$ cat config.mk
export PLATFORM = sky130hd
export DESIGN_NAME = csr_commit_ctrl_flat
export DESIGN_NICKNAME = d
export VERILOG_FILES = /design/src/rtl/csr_commit_ctrl_pkg.sv /design/src/rtl/csr_commit_ctrl_if.sv /design/src/rtl/csr_commit_ctrl_irq_gate.sv /design/src/rtl/csr_commit_ctrl.sv /design/src/flat_wrapper.sv
export SDC_FILE = /design/constraint.sdc
export NUM_CORES = 1
export LEC_CHECK = 0
export CORE_AREA = 2 2 168 170
export CTS_CLUSTER_SIZE = 20
export DETAILED_ROUTE_END_ITERATION = 7
export DIE_AREA = 0 0 170 172
export PLACE_DENSITY = 0.67
export SYNTH_ARGS = -nofsm -noshare
export SYNTH_HDL_FRONTEND = slang
export SYNTH_SLANG_ARGS = --single-unit
$ cat constraint.sdc
create_clock -name clk -period 4.1 [get_ports clk]
set_clock_uncertainty 0.2 [all_clocks]
set_input_delay 0.82 -clock clk [delete_from_list [all_inputs] [get_ports clk]]
set_output_delay 0.82 -clock clk [all_outputs]
set_load 0.005 [all_outputs]
$ cat src/rtl/csr_commit_ctrl_pkg.sv
// csr_commit_ctrl_pkg: shared widths, instruction kinds, FSM states and system-CSR constants
package csr_commit_ctrl_pkg;
  localparam int ADDR_WIDTH = 32;
  localparam int DATA_WIDTH = 32;
  localparam logic [11:0] CSR_ADDR_MEPC  = 12'h341;
  localparam logic [11:0] CSR_ADDR_MTVEC = 12'h305;
  localparam logic [1:0] CSR_OP_RS = 2'b10;
  localparam logic [1:0] CSR_OP_RC = 2'b11;
  typedef enum logic [1:0] {
    KIND_NONE,
    KIND_CSR,
    KIND_MRET,
    KIND_ECALL
  } csr_kind_t;
  typedef enum logic [2:0] {
    S_IDLE,
    S_EXEC,
    S_SYSJ,
    S_RESOLVE,
    S_DRAIN
  } ccs_state_t;
  function automatic logic [11:0] sys_csr_addr(input csr_kind_t k);
    return k == KIND_MRET ? CSR_ADDR_MEPC : CSR_ADDR_MTVEC;
  endfunction
endpackage

$ cat src/rtl/csr_commit_ctrl_if.sv
// csr_commit_ctrl_if: ROB head, CSR file and commit-side signals of the CSR commit controller
interface csr_commit_ctrl_if #(
  parameter int PREG_W = 6
);
  import csr_commit_ctrl_pkg::*;
  logic                  head_valid;
  csr_kind_t             head_kind;
  logic [ADDR_WIDTH-1:0] head_pc;
  logic [11:0]           head_csr_addr;
  logic [2:0]            head_csr_op;
  logic [4:0]            head_csr_imm;
  logic [DATA_WIDTH-1:0] head_rs1_data;
  logic [PREG_W-1:0]     head_prd;
  logic                  head_rd_zero;
  logic [ADDR_WIDTH-1:0] idle_next_pc;
  logic                  rob_empty;
  logic                  ext_irq_in;
  logic                  tmr_irq_in;
  logic                  sft_irq_in;
  logic [11:0]           csr_addr;
  logic [2:0]            csr_op;
  logic [4:0]            csr_imm;
  logic [DATA_WIDTH-1:0] rs1_data;
  logic [DATA_WIDTH-1:0] csr_data_i;
  logic                  sys_jump;
  logic [11:0]           sys_jump_csr_addr;
  logic [ADDR_WIDTH-1:0] sys_jump_pc;
  logic [DATA_WIDTH-1:0] sys_jump_csr_data;
  logic                  ext_irq;
  logic                  tmr_irq;
  logic                  sft_irq;
  logic                  irq_taken;
  logic [ADDR_WIDTH-1:0] PC_handler;
  logic [ADDR_WIDTH-1:0] nxt_unexec_PC;
  logic                  retire;
  logic                  wb_valid;
  logic [PREG_W-1:0]     wb_prd;
  logic [DATA_WIDTH-1:0] wb_data;
  logic                  flush;
  logic                  redirect_valid;
  logic [ADDR_WIDTH-1:0] redirect_pc;
  logic                  drain_err;
  modport slave (
    input  head_valid, head_kind, head_pc, head_csr_addr, head_csr_op, head_csr_imm,
           head_rs1_data, head_prd, head_rd_zero, idle_next_pc, rob_empty,
           ext_irq_in, tmr_irq_in, sft_irq_in, csr_data_i, sys_jump_csr_data,
           irq_taken, PC_handler,
    output csr_addr, csr_op, csr_imm, rs1_data, sys_jump, sys_jump_csr_addr, sys_jump_pc,
           ext_irq, tmr_irq, sft_irq, nxt_unexec_PC, retire, wb_valid, wb_prd, wb_data,
           flush, redirect_valid, redirect_pc, drain_err
  );
  modport master (
    output head_valid, head_kind, head_pc, head_csr_addr, head_csr_op, head_csr_imm,
           head_rs1_data, head_prd, head_rd_zero, idle_next_pc, rob_empty,
           ext_irq_in, tmr_irq_in, sft_irq_in, csr_data_i, sys_jump_csr_data,
           irq_taken, PC_handler,
    input  csr_addr, csr_op, csr_imm, rs1_data, sys_jump, sys_jump_csr_addr, sys_jump_pc,
           ext_irq, tmr_irq, sft_irq, nxt_unexec_PC, retire, wb_valid, wb_prd, wb_data,
           flush, redirect_valid, redirect_pc, drain_err
  );
endinterface

$ cat src/rtl/csr_commit_ctrl_irq_gate.sv
// csr_irq_gate: blocks interrupts unless the controller is idle with no system instruction pending
module csr_irq_gate
  import csr_commit_ctrl_pkg::*;
(
  input  logic                  idle_i,
  input  logic                  head_valid_i,
  input  csr_kind_t             head_kind_i,
  input  logic [ADDR_WIDTH-1:0] head_pc_i,
  input  logic [ADDR_WIDTH-1:0] idle_next_pc_i,
  input  logic                  ext_irq_in_i,
  input  logic                  tmr_irq_in_i,
  input  logic                  sft_irq_in_i,
  output logic                  ext_irq_o,
  output logic                  tmr_irq_o,
  output logic                  sft_irq_o,
  output logic [ADDR_WIDTH-1:0] nxt_unexec_pc_o
);
  logic open_w;
  // interrupts only pass when nothing can write a CSR or jump in the same cycle
  always_comb begin
    open_w          = idle_i && !(head_valid_i && head_kind_i != KIND_NONE);
    ext_irq_o       = open_w && ext_irq_in_i;
    tmr_irq_o       = open_w && tmr_irq_in_i;
    sft_irq_o       = open_w && sft_irq_in_i;
    nxt_unexec_pc_o = head_valid_i ? head_pc_i : idle_next_pc_i;
  end
endmodule

$ cat src/rtl/csr_commit_ctrl.sv
// csr_commit_ctrl: serializes CSR/MRET/ECALL at the ROB head and sequences flush, redirect and drain
module csr_commit_ctrl
  import csr_commit_ctrl_pkg::*;
#(
  parameter int PREG_W    = 6,
  parameter int DRAIN_MAX = 64
) (
  input logic              clk,
  input logic              rst,
  csr_commit_ctrl_if.slave bus
);
  localparam int CW = $clog2(DRAIN_MAX);
  ccs_state_t            state_q, state_d;
  csr_kind_t             kind_q, kind_d;
  logic [ADDR_WIDTH-1:0] pc_q, pc_d;
  logic [11:0]           addr_q, addr_d;
  logic [2:0]            op_q, op_d;
  logic [4:0]            imm_q, imm_d;
  logic [DATA_WIDTH-1:0] rs1_q, rs1_d;
  logic [PREG_W-1:0]     prd_q, prd_d;
  logic                  rd_zero_q, rd_zero_d;
  logic [ADDR_WIDTH-1:0] target_q, target_d;
  logic [DATA_WIDTH-1:0] rdata_q, rdata_d;
  logic [CW-1:0]         cnt_q, cnt_d;
  logic                  err_q, err_d;
  logic                  exec_w, sysj_w, res_w, no_write_w;

  csr_irq_gate u_gate (
    .idle_i         (state_q == S_IDLE),
    .head_valid_i   (bus.head_valid),
    .head_kind_i    (bus.head_kind),
    .head_pc_i      (bus.head_pc),
    .idle_next_pc_i (bus.idle_next_pc),
    .ext_irq_in_i   (bus.ext_irq_in),
    .tmr_irq_in_i   (bus.tmr_irq_in),
    .sft_irq_in_i   (bus.sft_irq_in),
    .ext_irq_o      (bus.ext_irq),
    .tmr_irq_o      (bus.tmr_irq),
    .sft_irq_o      (bus.sft_irq),
    .nxt_unexec_pc_o(bus.nxt_unexec_PC)
  );

  // state and latched head fields; kind NONE after RESOLVE marks an interrupt
  always_ff @(posedge clk) begin
    if (!rst) begin
      state_q   <= S_IDLE;
      kind_q    <= KIND_NONE;
      pc_q      <= '0;
      addr_q    <= '0;
      op_q      <= '0;
      imm_q     <= '0;
      rs1_q     <= '0;
      prd_q     <= '0;
      rd_zero_q <= 1'b0;
      target_q  <= '0;
      rdata_q   <= '0;
      cnt_q     <= '0;
      err_q     <= 1'b0;
    end else begin
      state_q   <= state_d;
      kind_q    <= kind_d;
      pc_q      <= pc_d;
      addr_q    <= addr_d;
      op_q      <= op_d;
      imm_q     <= imm_d;
      rs1_q     <= rs1_d;
      prd_q     <= prd_d;
      rd_zero_q <= rd_zero_d;
      target_q  <= target_d;
      rdata_q   <= rdata_d;
      cnt_q     <= cnt_d;
      err_q     <= err_d;
    end
  end

  // next-state sequencing: interrupt beats a pending head, every non-drain state lasts one cycle
  always_comb begin
    state_d   = state_q;
    kind_d    = kind_q;
    pc_d      = pc_q;
    addr_d    = addr_q;
    op_d      = op_q;
    imm_d     = imm_q;
    rs1_d     = rs1_q;
    prd_d     = prd_q;
    rd_zero_d = rd_zero_q;
    target_d  = target_q;
    rdata_d   = rdata_q;
    cnt_d     = cnt_q;
    err_d     = err_q;
    unique case (state_q)
      S_IDLE: begin
        if (bus.irq_taken) begin
          kind_d   = KIND_NONE;
          target_d = bus.PC_handler;
          state_d  = S_RESOLVE;
        end else if (bus.head_valid && bus.head_kind != KIND_NONE) begin
          kind_d    = bus.head_kind;
          pc_d      = bus.head_pc;
          addr_d    = bus.head_csr_addr;
          op_d      = bus.head_csr_op;
          imm_d     = bus.head_csr_imm;
          rs1_d     = bus.head_rs1_data;
          prd_d     = bus.head_prd;
          rd_zero_d = bus.head_rd_zero;
          state_d   = bus.head_kind == KIND_CSR ? S_EXEC : S_SYSJ;
        end
      end
      S_EXEC: begin
        rdata_d  = bus.csr_data_i;
        target_d = pc_q + ADDR_WIDTH'(4);
        state_d  = S_RESOLVE;
      end
      S_SYSJ: begin
        target_d = bus.sys_jump_csr_data;
        state_d  = S_RESOLVE;
      end
      S_RESOLVE: begin
        cnt_d   = '0;
        state_d = S_DRAIN;
      end
      S_DRAIN: begin
        if (bus.rob_empty) state_d = S_IDLE;
        else if (cnt_q == CW'(DRAIN_MAX - 1)) begin
          err_d   = 1'b1;
          state_d = S_IDLE;
        end else cnt_d = cnt_q + CW'(1);
      end
      default: state_d = S_IDLE;
    endcase
  end

  // Moore outputs; set/clear with a zero source is a pure read, so the write op is suppressed
  always_comb begin
    exec_w                = state_q == S_EXEC;
    sysj_w                = state_q == S_SYSJ;
    res_w                 = state_q == S_RESOLVE;
    no_write_w            = (op_q[1:0] == CSR_OP_RS || op_q[1:0] == CSR_OP_RC) && imm_q == '0;
    bus.csr_addr          = exec_w ? addr_q : '0;
    bus.csr_imm           = exec_w ? imm_q : '0;
    bus.rs1_data          = exec_w ? rs1_q : '0;
    bus.csr_op            = exec_w && !no_write_w ? op_q : 3'b000;
    bus.sys_jump          = sysj_w;
    bus.sys_jump_csr_addr = sysj_w ? sys_csr_addr(kind_q) : '0;
    bus.sys_jump_pc       = sysj_w ? pc_q : '0;
    bus.flush             = res_w;
    bus.redirect_valid    = res_w;
    bus.redirect_pc       = res_w ? target_q : '0;
    bus.retire            = res_w && kind_q != KIND_NONE;
    bus.wb_valid          = res_w && kind_q == KIND_CSR && !rd_zero_q;
    bus.wb_prd            = bus.wb_valid ? prd_q : '0;
    bus.wb_data           = bus.wb_valid ? rdata_q : '0;
    bus.drain_err         = err_q;
  end
endmodule

$ cat src/flat_wrapper.sv
// flat-port wrapper written by rule: the top's interface ports become plain ports
module csr_commit_ctrl_flat import csr_commit_ctrl_pkg::*;
#(
  parameter int PREG_W    = 6,
  parameter int DRAIN_MAX = 64
)
  (clk, rst, bus_head_valid, bus_head_kind, bus_head_pc, bus_head_csr_addr, bus_head_csr_op, bus_head_csr_imm, bus_head_rs1_data, bus_head_prd, bus_head_rd_zero, bus_idle_next_pc, bus_rob_empty, bus_ext_irq_in, bus_tmr_irq_in, bus_sft_irq_in, bus_csr_data_i, bus_sys_jump_csr_data, bus_irq_taken, bus_PC_handler, bus_csr_addr, bus_csr_op, bus_csr_imm, bus_rs1_data, bus_sys_jump, bus_sys_jump_csr_addr, bus_sys_jump_pc, bus_ext_irq, bus_tmr_irq, bus_sft_irq, bus_nxt_unexec_PC, bus_retire, bus_wb_valid, bus_wb_prd, bus_wb_data, bus_flush, bus_redirect_valid, bus_redirect_pc, bus_drain_err);
  csr_commit_ctrl_if #(.PREG_W(PREG_W)) bus_i ();
  input logic clk;
  input logic rst;
  input wire logic [$bits(bus_i.head_valid)-1:0] bus_head_valid;
  input wire logic [$bits(bus_i.head_kind)-1:0] bus_head_kind;
  input wire logic [$bits(bus_i.head_pc)-1:0] bus_head_pc;
  input wire logic [$bits(bus_i.head_csr_addr)-1:0] bus_head_csr_addr;
  input wire logic [$bits(bus_i.head_csr_op)-1:0] bus_head_csr_op;
  input wire logic [$bits(bus_i.head_csr_imm)-1:0] bus_head_csr_imm;
  input wire logic [$bits(bus_i.head_rs1_data)-1:0] bus_head_rs1_data;
  input wire logic [$bits(bus_i.head_prd)-1:0] bus_head_prd;
  input wire logic [$bits(bus_i.head_rd_zero)-1:0] bus_head_rd_zero;
  input wire logic [$bits(bus_i.idle_next_pc)-1:0] bus_idle_next_pc;
  input wire logic [$bits(bus_i.rob_empty)-1:0] bus_rob_empty;
  input wire logic [$bits(bus_i.ext_irq_in)-1:0] bus_ext_irq_in;
  input wire logic [$bits(bus_i.tmr_irq_in)-1:0] bus_tmr_irq_in;
  input wire logic [$bits(bus_i.sft_irq_in)-1:0] bus_sft_irq_in;
  input wire logic [$bits(bus_i.csr_data_i)-1:0] bus_csr_data_i;
  input wire logic [$bits(bus_i.sys_jump_csr_data)-1:0] bus_sys_jump_csr_data;
  input wire logic [$bits(bus_i.irq_taken)-1:0] bus_irq_taken;
  input wire logic [$bits(bus_i.PC_handler)-1:0] bus_PC_handler;
  output wire logic [$bits(bus_i.csr_addr)-1:0] bus_csr_addr;
  output wire logic [$bits(bus_i.csr_op)-1:0] bus_csr_op;
  output wire logic [$bits(bus_i.csr_imm)-1:0] bus_csr_imm;
  output wire logic [$bits(bus_i.rs1_data)-1:0] bus_rs1_data;
  output wire logic [$bits(bus_i.sys_jump)-1:0] bus_sys_jump;
  output wire logic [$bits(bus_i.sys_jump_csr_addr)-1:0] bus_sys_jump_csr_addr;
  output wire logic [$bits(bus_i.sys_jump_pc)-1:0] bus_sys_jump_pc;
  output wire logic [$bits(bus_i.ext_irq)-1:0] bus_ext_irq;
  output wire logic [$bits(bus_i.tmr_irq)-1:0] bus_tmr_irq;
  output wire logic [$bits(bus_i.sft_irq)-1:0] bus_sft_irq;
  output wire logic [$bits(bus_i.nxt_unexec_PC)-1:0] bus_nxt_unexec_PC;
  output wire logic [$bits(bus_i.retire)-1:0] bus_retire;
  output wire logic [$bits(bus_i.wb_valid)-1:0] bus_wb_valid;
  output wire logic [$bits(bus_i.wb_prd)-1:0] bus_wb_prd;
  output wire logic [$bits(bus_i.wb_data)-1:0] bus_wb_data;
  output wire logic [$bits(bus_i.flush)-1:0] bus_flush;
  output wire logic [$bits(bus_i.redirect_valid)-1:0] bus_redirect_valid;
  output wire logic [$bits(bus_i.redirect_pc)-1:0] bus_redirect_pc;
  output wire logic [$bits(bus_i.drain_err)-1:0] bus_drain_err;
  assign bus_i.head_valid = bus_head_valid;
  assign bus_i.head_kind = bus_head_kind;
  assign bus_i.head_pc = bus_head_pc;
  assign bus_i.head_csr_addr = bus_head_csr_addr;
  assign bus_i.head_csr_op = bus_head_csr_op;
  assign bus_i.head_csr_imm = bus_head_csr_imm;
  assign bus_i.head_rs1_data = bus_head_rs1_data;
  assign bus_i.head_prd = bus_head_prd;
  assign bus_i.head_rd_zero = bus_head_rd_zero;
  assign bus_i.idle_next_pc = bus_idle_next_pc;
  assign bus_i.rob_empty = bus_rob_empty;
  assign bus_i.ext_irq_in = bus_ext_irq_in;
  assign bus_i.tmr_irq_in = bus_tmr_irq_in;
  assign bus_i.sft_irq_in = bus_sft_irq_in;
  assign bus_i.csr_data_i = bus_csr_data_i;
  assign bus_i.sys_jump_csr_data = bus_sys_jump_csr_data;
  assign bus_i.irq_taken = bus_irq_taken;
  assign bus_i.PC_handler = bus_PC_handler;
  assign bus_csr_addr = bus_i.csr_addr;
  assign bus_csr_op = bus_i.csr_op;
  assign bus_csr_imm = bus_i.csr_imm;
  assign bus_rs1_data = bus_i.rs1_data;
  assign bus_sys_jump = bus_i.sys_jump;
  assign bus_sys_jump_csr_addr = bus_i.sys_jump_csr_addr;
  assign bus_sys_jump_pc = bus_i.sys_jump_pc;
  assign bus_ext_irq = bus_i.ext_irq;
  assign bus_tmr_irq = bus_i.tmr_irq;
  assign bus_sft_irq = bus_i.sft_irq;
  assign bus_nxt_unexec_PC = bus_i.nxt_unexec_PC;
  assign bus_retire = bus_i.retire;
  assign bus_wb_valid = bus_i.wb_valid;
  assign bus_wb_prd = bus_i.wb_prd;
  assign bus_wb_data = bus_i.wb_data;
  assign bus_flush = bus_i.flush;
  assign bus_redirect_valid = bus_i.redirect_valid;
  assign bus_redirect_pc = bus_i.redirect_pc;
  assign bus_drain_err = bus_i.drain_err;
  csr_commit_ctrl #(.PREG_W(PREG_W), .DRAIN_MAX(DRAIN_MAX)) u_core (.clk(clk), .rst(rst), .bus(bus_i));
endmodule
==> results of run 1 <==
## cell usage in the layout, fill, tap and decap left out, types with 4 or more instances in the layout
cell type        instances
nand3_1                 16
nor4_1                   7
xor2_1                  14
inv_1                   20
mux2_2                  32
a221oi_1                13
xnor2_1                 13
nor3_1                   9
clkinv_4                 4
clkbuf_16               17
inv_8                    5
o22a_1                   6
nor2_1                  25
buf_12                   4
nand2_1                269
clkdlybuf4s50_1        426
nand4_1                  7
o21ai_0                 39
dfxtp_1                166
o221ai_1                 5
a31oi_1                  4
a21boi_0               125
buf_4                   16
and3_1                  53
a21oi_1                 32
a2bb2oi_1                4
o22ai_1                 12
and2_1                 105
conb_1                   7
nor2b_1                  9
## area by class of cell
type,instances,area (µm²),area share [%]
well taps,346,433,3.10
repair buffers,447,4470,32.1
inverters,22,82.6,0.592
multi-input cells,850,5030,36.1
flip-flops and latches,167,3340,24.0
clock inverters,14,158,1.13
clock buffers,17,425,3.05
## layer usage
metal | wire [µm] | up-vias
li1 | - | 4566
met1 | 15400 | 4320
met2 | 15900 | 348
met3 | 2060 | 59
met4 | 1120 | 0
met5 | 0 | -
## power by group
part	switching, µW	total [µW]	internal, µW
Clock	796	1610	817
Combinational	525	1050	525
Sequential	82.3	1840	1750
Total	1400	4500	3100
## cell families after synthesis
kind of cell               after synthesis
AOI/OAI and AO/OA                      261
xor gates and xnor gates                27
and+or+nand+nor                        521
DFF                                    167
other                                    1
buffers and inverters                  124
adders and majority gates                2
muxes                                   32
## synth_stat cells, types with 2 or more instances
cell / n
nand3_1: 16
nor2_1: 26
and3_1: 53
a21boi_0: 125
o221ai_1: 5
a2bb2oi_1: 4
nand2b_1: 3
o21ai_0: 39
or4_4: 2
xnor2_1: 13
clkinv_1: 2
o21a_1: 3
buf_2: 11
or3_1: 3
nor2b_1: 9
mux2_2: 32
ha_1: 2
o311ai_0: 3
a221oi_1: 13
a21oi_1: 32
nor4_1: 8
o22ai_1: 12
inv_1: 20
buf_4: 11
xor2_1: 14
o211a_1: 2
nand4_1: 7
dfxtp_1: 167
o22a_1: 6
a31oi_1: 4
nor3_1: 10
nand2_1: 269
clkbuf_1: 78
a22oi_1: 2
o211ai_1: 3
and2_1: 106
## worst paths after layout
kind | cells past startpoint | to | slack [ns]
hold / removal | 2 | u_core.rs1_q[13] | 0.26
hold reg to reg | 2 | u_core.rs1_q[13] | 0.26
setup / recovery | 5 | bus_csr_op[2] | 0.41
setup reg to reg | 6 | u_core.target_q[10] | 1.07
## critical path, cell delays in order (launching register included)
cell and delay, ns:
dfxtp_2 0.40, buf_4 0.59, nand2_1 0.20, a31oi_1 0.33, and2_1 0.18, clkdlybuf4s50_1 0.50
## registers in the layout, indices dropped and copies added (netlist names)
name	cells
u_core.state_q	3
u_core.cnt_q	6
u_core.target_q	32
u_core.bus.drain_err	1
u_core.imm_q	5
u_core.rdata_q	32
u_core.addr_q	12
u_core.kind_q	2
u_core.op_q	3
u_core.pc_q	32
u_core.rs1_q	32
u_core.rd_zero_q	1
u_core.prd_q	6
## per-stage QoR
step	area, µm²	power, µW	setup slack [ns]	util, %
after floorplan	8870	2350	1.33	-
after global placement	13400	2910	0.769	48.6
after detailed placement	13400	2920	0.736	48.6
after CTS	13900	4530	0.421	50.7
after global routing	13900	4700	0.256	50.7
final	13900	4500	0.415	50.7
==> flow_summary_export.csv, run 1 <==
group,metric,value,unit
clock_tree,cts_tree,"yes",
global_route,antenna_found_initial,0,
cells_and_area,drive_gt1_share,6.46,%
clock_tree,hold_buffers,0,
pwr,leakage,0.00512,µW
logic_synthesis,synth_area,8850,µm²
logic_synthesis,synth_area_leaders,"dfxtp_1 38%, nand2_1 11%, a21boi_0 11%",
global_route,grt_pass1_vias,8764,
cells_and_area,nFillCells,2700,
worst_hold_path,min_from,"u_core.rs1_q[13]",
logic_synthesis,yosys.area_share.adder,0.283,%
drt,via_count,9293,
logic_synthesis,yosys_warnings,0,
logic_synthesis,yosysUniqueCellTypes,56,
clock_tree,cts_setup_buffers,0,
global_route,grt_max_degree,98,
logic_synthesis,synth-seq-cells,167,
global_route,met1_usage,28.9,%
global_route,grt_use_met2,36.9,%
drt,finalWirelength,34.5,mm
floorplan,fp.dieH,172,µm
placed_design,port_buffers,428,
clock_tree,clk_pin_slew,0.07,ns
floorplan,fp-row-count,61,
logic_synthesis,synth_area_leader_cell,"dfxtp_1",
clock_tree,cts.path.max_buffers,2,
clock_tree,root_buffer,"clkbuf_16",
logic_synthesis,synth_edf_count,0,
drt,drc,0,
clock_tree,htreeDepth,4,
setup_path,worstPathRequired,3.08,ns
drt,viasPerCell,4.99,
floorplan,pin_count,436,
timing,slew_viol_final,0,
placed_design,hpwl,25.1,mm
timing,holdWs,0.259,ns
setup_path,arrival,2.67,ns
logic_synthesis,synth_top_family_by_area,"simple AND/OR/NAND/NOR gates",
logic_synthesis,muxShareOfSynthArea,4.07,%
setup_path,critPathKind,"register to output port",
pwr,peakVddDrop,0.185,mV
clock_tree,cts.sinks,167,
timing,rsz0062_at_grt,"false",
worst_hold_path,hp-class,"register to register",
floorplan,die_w,170,µm
global_route,grtUsageTotal,22.4,%
drt,drtIter0Drc,629,
setup_path,worstSetupStartpointType,"register",
clock_tree,cts_resized,0,
logic_synthesis,synth_xor_area_share,2.67,%
global_route,grt.busiest_layer,"met2",
global_route,grt_pass1_wl,50.3,mm
cells_and_area,instances_no_fill,1863,
logic_synthesis,synth_flop_cell,"dfxtp_1",
timing,fin_crit,3.69,ns
clock_tree,cts_buffers,17,
drt,wl_per_cell,18.5,µm
flow_run,cap_violations,0,
drt,drt-pass1-iter-count,4,
timing,period_share,89.9,%
drt,drtAntennaViolNets,0,
setup_path,critPathCaptureType,"output port",
floorplan,die_area,29200,µm²
global_route,overflow,0,
logic_synthesis,synth.top_cell.area_share,37.8,%
logic_synthesis,synthCells,1135,
placed_design,dp.cells,1832,
timing,slew_headroom,42.8,%
logic_synthesis,synthArstFlopShare,0,%
placed_design,routabilityCongestion,0.877,
pwr,p_per_area,323,nW/µm²
global_route,globalRouteMet3Util,4.28,%
clock_tree,clock_latency,0.43,ns
timing,worstMarginPinSlew,0.850,ns
cells_and_area,diodes,0,
timing,finalSetupViolCount,0,
setup_path,r2r_start,"u_core.state_q[0]",
setup_path,worstPathMaxFanout,70,
timing,final-hold-violation-count,0,
timing,clock.fmax,271,MHz
outcome,status,"finished, final reports clean",
floorplan,start_util,32.2,%
logic_synthesis,syn_area_per_cell,7.80,µm²
logic_synthesis,synth-simple-area-share,28.7,%
timing,tns,0,ns
cells_and_area,nets,1736,
logic_synthesis,synth-compound-area-share,20.4,%
floorplan,core_area,27500,µm²
logic_synthesis,seq_area_frac_synth,37.8,%
cells_and_area,area_growth,57.6,%
setup_path,crit_start,"u_core.state_q[0]",
Note: power is estimated with default switching activity, not from simulation.
==> run 2: changes to the inputs <==
Settings changed: CTS_CLUSTER_SIZE 20 to not set, REMOVE_ABC_BUFFERS set to 1.
==> run 2 against run 1 <==
Count of clock-buffer cells in the layout increased by 3. Flip-flop and latch count unchanged. Critical path depth increased by 2. Total power increased by 0.14%. Cell count increased by 0.27%. Critical path type unchanged. Sequential share of layout area decreased by 0.060 points. Clock power about the same. Combinational power increased by 4%. Utilization increased by 0.13 points.
==> flow_summary_export.csv, run 2 (synthesis results as in run 1) <==
group,metric,value,unit
outcome,status,"finished, final reports clean",
clock_tree,cts_setup_buffers,0,
cells_and_area,nets,1740,
floorplan,die_w,170,µm
setup_path,rrSetupSlack,1.38,ns
setup_path,reg2reg_depth,7,
setup_path,r2r_end,"u_core.target_q[24]",
floorplan,die_area,29200,µm²
timing,fin_crit,3.70,ns
placed_design,port_buffers,428,
timing,final-hold-violation-count,0,
floorplan,core_area,27500,µm²
placed_design,dp.cells,1836,
setup_path,critPathKind,"register to output port",
pwr,peakVddDrop,0.192,mV
global_route,overflow,0,
timing,worstMarginPinSlew,1.07,ns
clock_tree,hold_buffers,0,
timing,tns,0,ns
drt,drtIter0Drc,435,
cells_and_area,diodes,0,
floorplan,pin_count,436,
drt,viasPerCell,4.96,
setup_path,r2r_start,"u_core.state_q[1]",
global_route,antenna_found_initial,0,
drt,drt-pass1-iter-count,5,
pwr,p_per_area,322,nW/µm²
drt,drc,0,
setup_path,crit_start,"u_core.state_q[2]",
setup_path,critPathCaptureType,"output port",
clock_tree,cts.sinks,167,
drt,finalWirelength,34.7,mm
setup_path,arrival,2.68,ns
clock_tree,cts_buffers,17,
drt,drtAntennaViolNets,0,
flow_run,cap_violations,0,
drt,via_count,9262,
pwr,leakage,0.00513,µW
cells_and_area,nFillCells,2648,
clock_tree,cts.path.max_buffers,2,
placed_design,hpwl,25.1,mm
cells_and_area,layout_common_cells,"426 x clkdlybuf4s50_1, 269 x nand2_1, 166 x dfxtp_1",
timing,clock.fmax,270,MHz
cells_and_area,area_growth,58.0,%
clock_tree,clock_latency,0.43,ns
setup_path,worstSetupStartpointType,"register",
cells_and_area,fin_util,50.9,%
clock_tree,htreeDepth,4,
timing,slew_viol_final,0,
clock_tree,root_buffer,"clkbuf_16",
global_route,grt_pass1_vias,9050,
global_route,grt_max_degree,98,
setup_path,worstPathRequired,3.08,ns
drt,wl_per_cell,18.6,µm
cells_and_area,drive_gt1_share,6.77,%
timing,period_share,90.3,%
timing,rsz0062_at_grt,"false",
cells_and_area,instances_no_fill,1868,
global_route,grt_pass1_wl,51.4,mm
cells_and_area,final_common_cell,"clkdlybuf4s50_1",
clock_tree,clk_pin_slew,0.07,ns
timing,holdWs,0.259,ns
setup_path,endpoint,"bus_wb_prd[3]",
global_route,grtUsageTotal,22.9,%
placed_design,routabilityCongestion,0.854,
setup_path,worstPathMaxFanout,39,
clock_tree,cts_resized,0,
clock_tree,cts_tree,"yes",
worst_hold_path,hp-class,"register to register",
floorplan,fp.dieH,172,µm
timing,slew_headroom,28.0,%
floorplan,fp-row-count,61,
floorplan,start_util,32.2,%
timing,finalSetupViolCount,0,
run 2: cell types whose count changed in the layout (fill, tap and decap cells not counted), sizes merged:
cell,previous run,this run
buf,21,25
clkbuf,17,20
clkinv,9,5
clkinvlp,0,2
run 2: through the flow:
stage,total power (µW),area [µm²],setup WS (ns)
2_1_floorplan,2280,8430,-2.69
3_3_place_gp,2950,13400,0.679
3_5_place_dp,2960,13400,0.666
4_1_cts,4550,14000,0.374
5_1_grt,4710,14000,0.212
6_report,4510,14000,0.399
run 2: layout make-up:
cell class / count / area [µm²] / area share (%)
clock buffer: 20 / 457 / 3.27
clock inverter: 12 / 110 / 0.788
multi-input combinational: 850 / 5040 / 36.1
timing repair buffer: 451 / 4510 / 32.3
tap: 346 / 433 / 3.10
sequential: 167 / 3340 / 23.9
inverter: 22 / 82.6 / 0.591
run 2: worst min-delay path by stage:
stage               depth (start not counted)  slack, ns                from                  to
global route                                2       0.27  u_core.rdata_q[19]  u_core.rdata_q[19]
CTS                                         2       0.26    u_core.addr_q[8]    u_core.addr_q[8]
floorplan                                   2       0.24      u_core.op_q[0]      u_core.op_q[0]
global placement                            2       0.24    u_core.rs1_q[18]    u_core.rs1_q[18]
detailed placement                          2       0.25     u_core.rs1_q[3]     u_core.rs1_q[3]
finish                                      2       0.26  u_core.rdata_q[26]  u_core.rdata_q[26]
run 2: layer usage:
| metal | wire, µm | vias to the layer above | part of all wire, % | track usage, % |
|---|---|---|---|---|
| met5 | 0 | - | 0 | 0 |
| met4 | 465 | 0 | 1.3 | 5.09 |
| met3 | 2640 | 24 | 7.6 | 6.64 |
| met2 | 16900 | 331 | 49 | 41.5 |
| met1 | 14700 | 4340 | 42 | 26.9 |
| li1 | - | 4567 | - | - |
run 2: worst max-delay path, cell delays in order (launching register included):
cell	delay, ns
dfxtp_1	0.30
buf_4	0.18
clkinv_1	0.18
nand3_1	0.31
nor4_2	0.24
buf_4	0.34
and2_1	0.18
clkdlybuf4s50_1	0.51
run 2: report_power, final:
part	leakage [µW]	internal [µW]	switching, µW
registers	0.00136	1750	75.8
logic	0.00350	535	554
clock network	0.000274	832	755
==> run 3: changes to the inputs <==
Settings changed: CTS_CLUSTER_DIAMETER set to 40.
==> results of run 3 <==
Same layout as run 2: the final DEF is identical, and so are final timing and power.
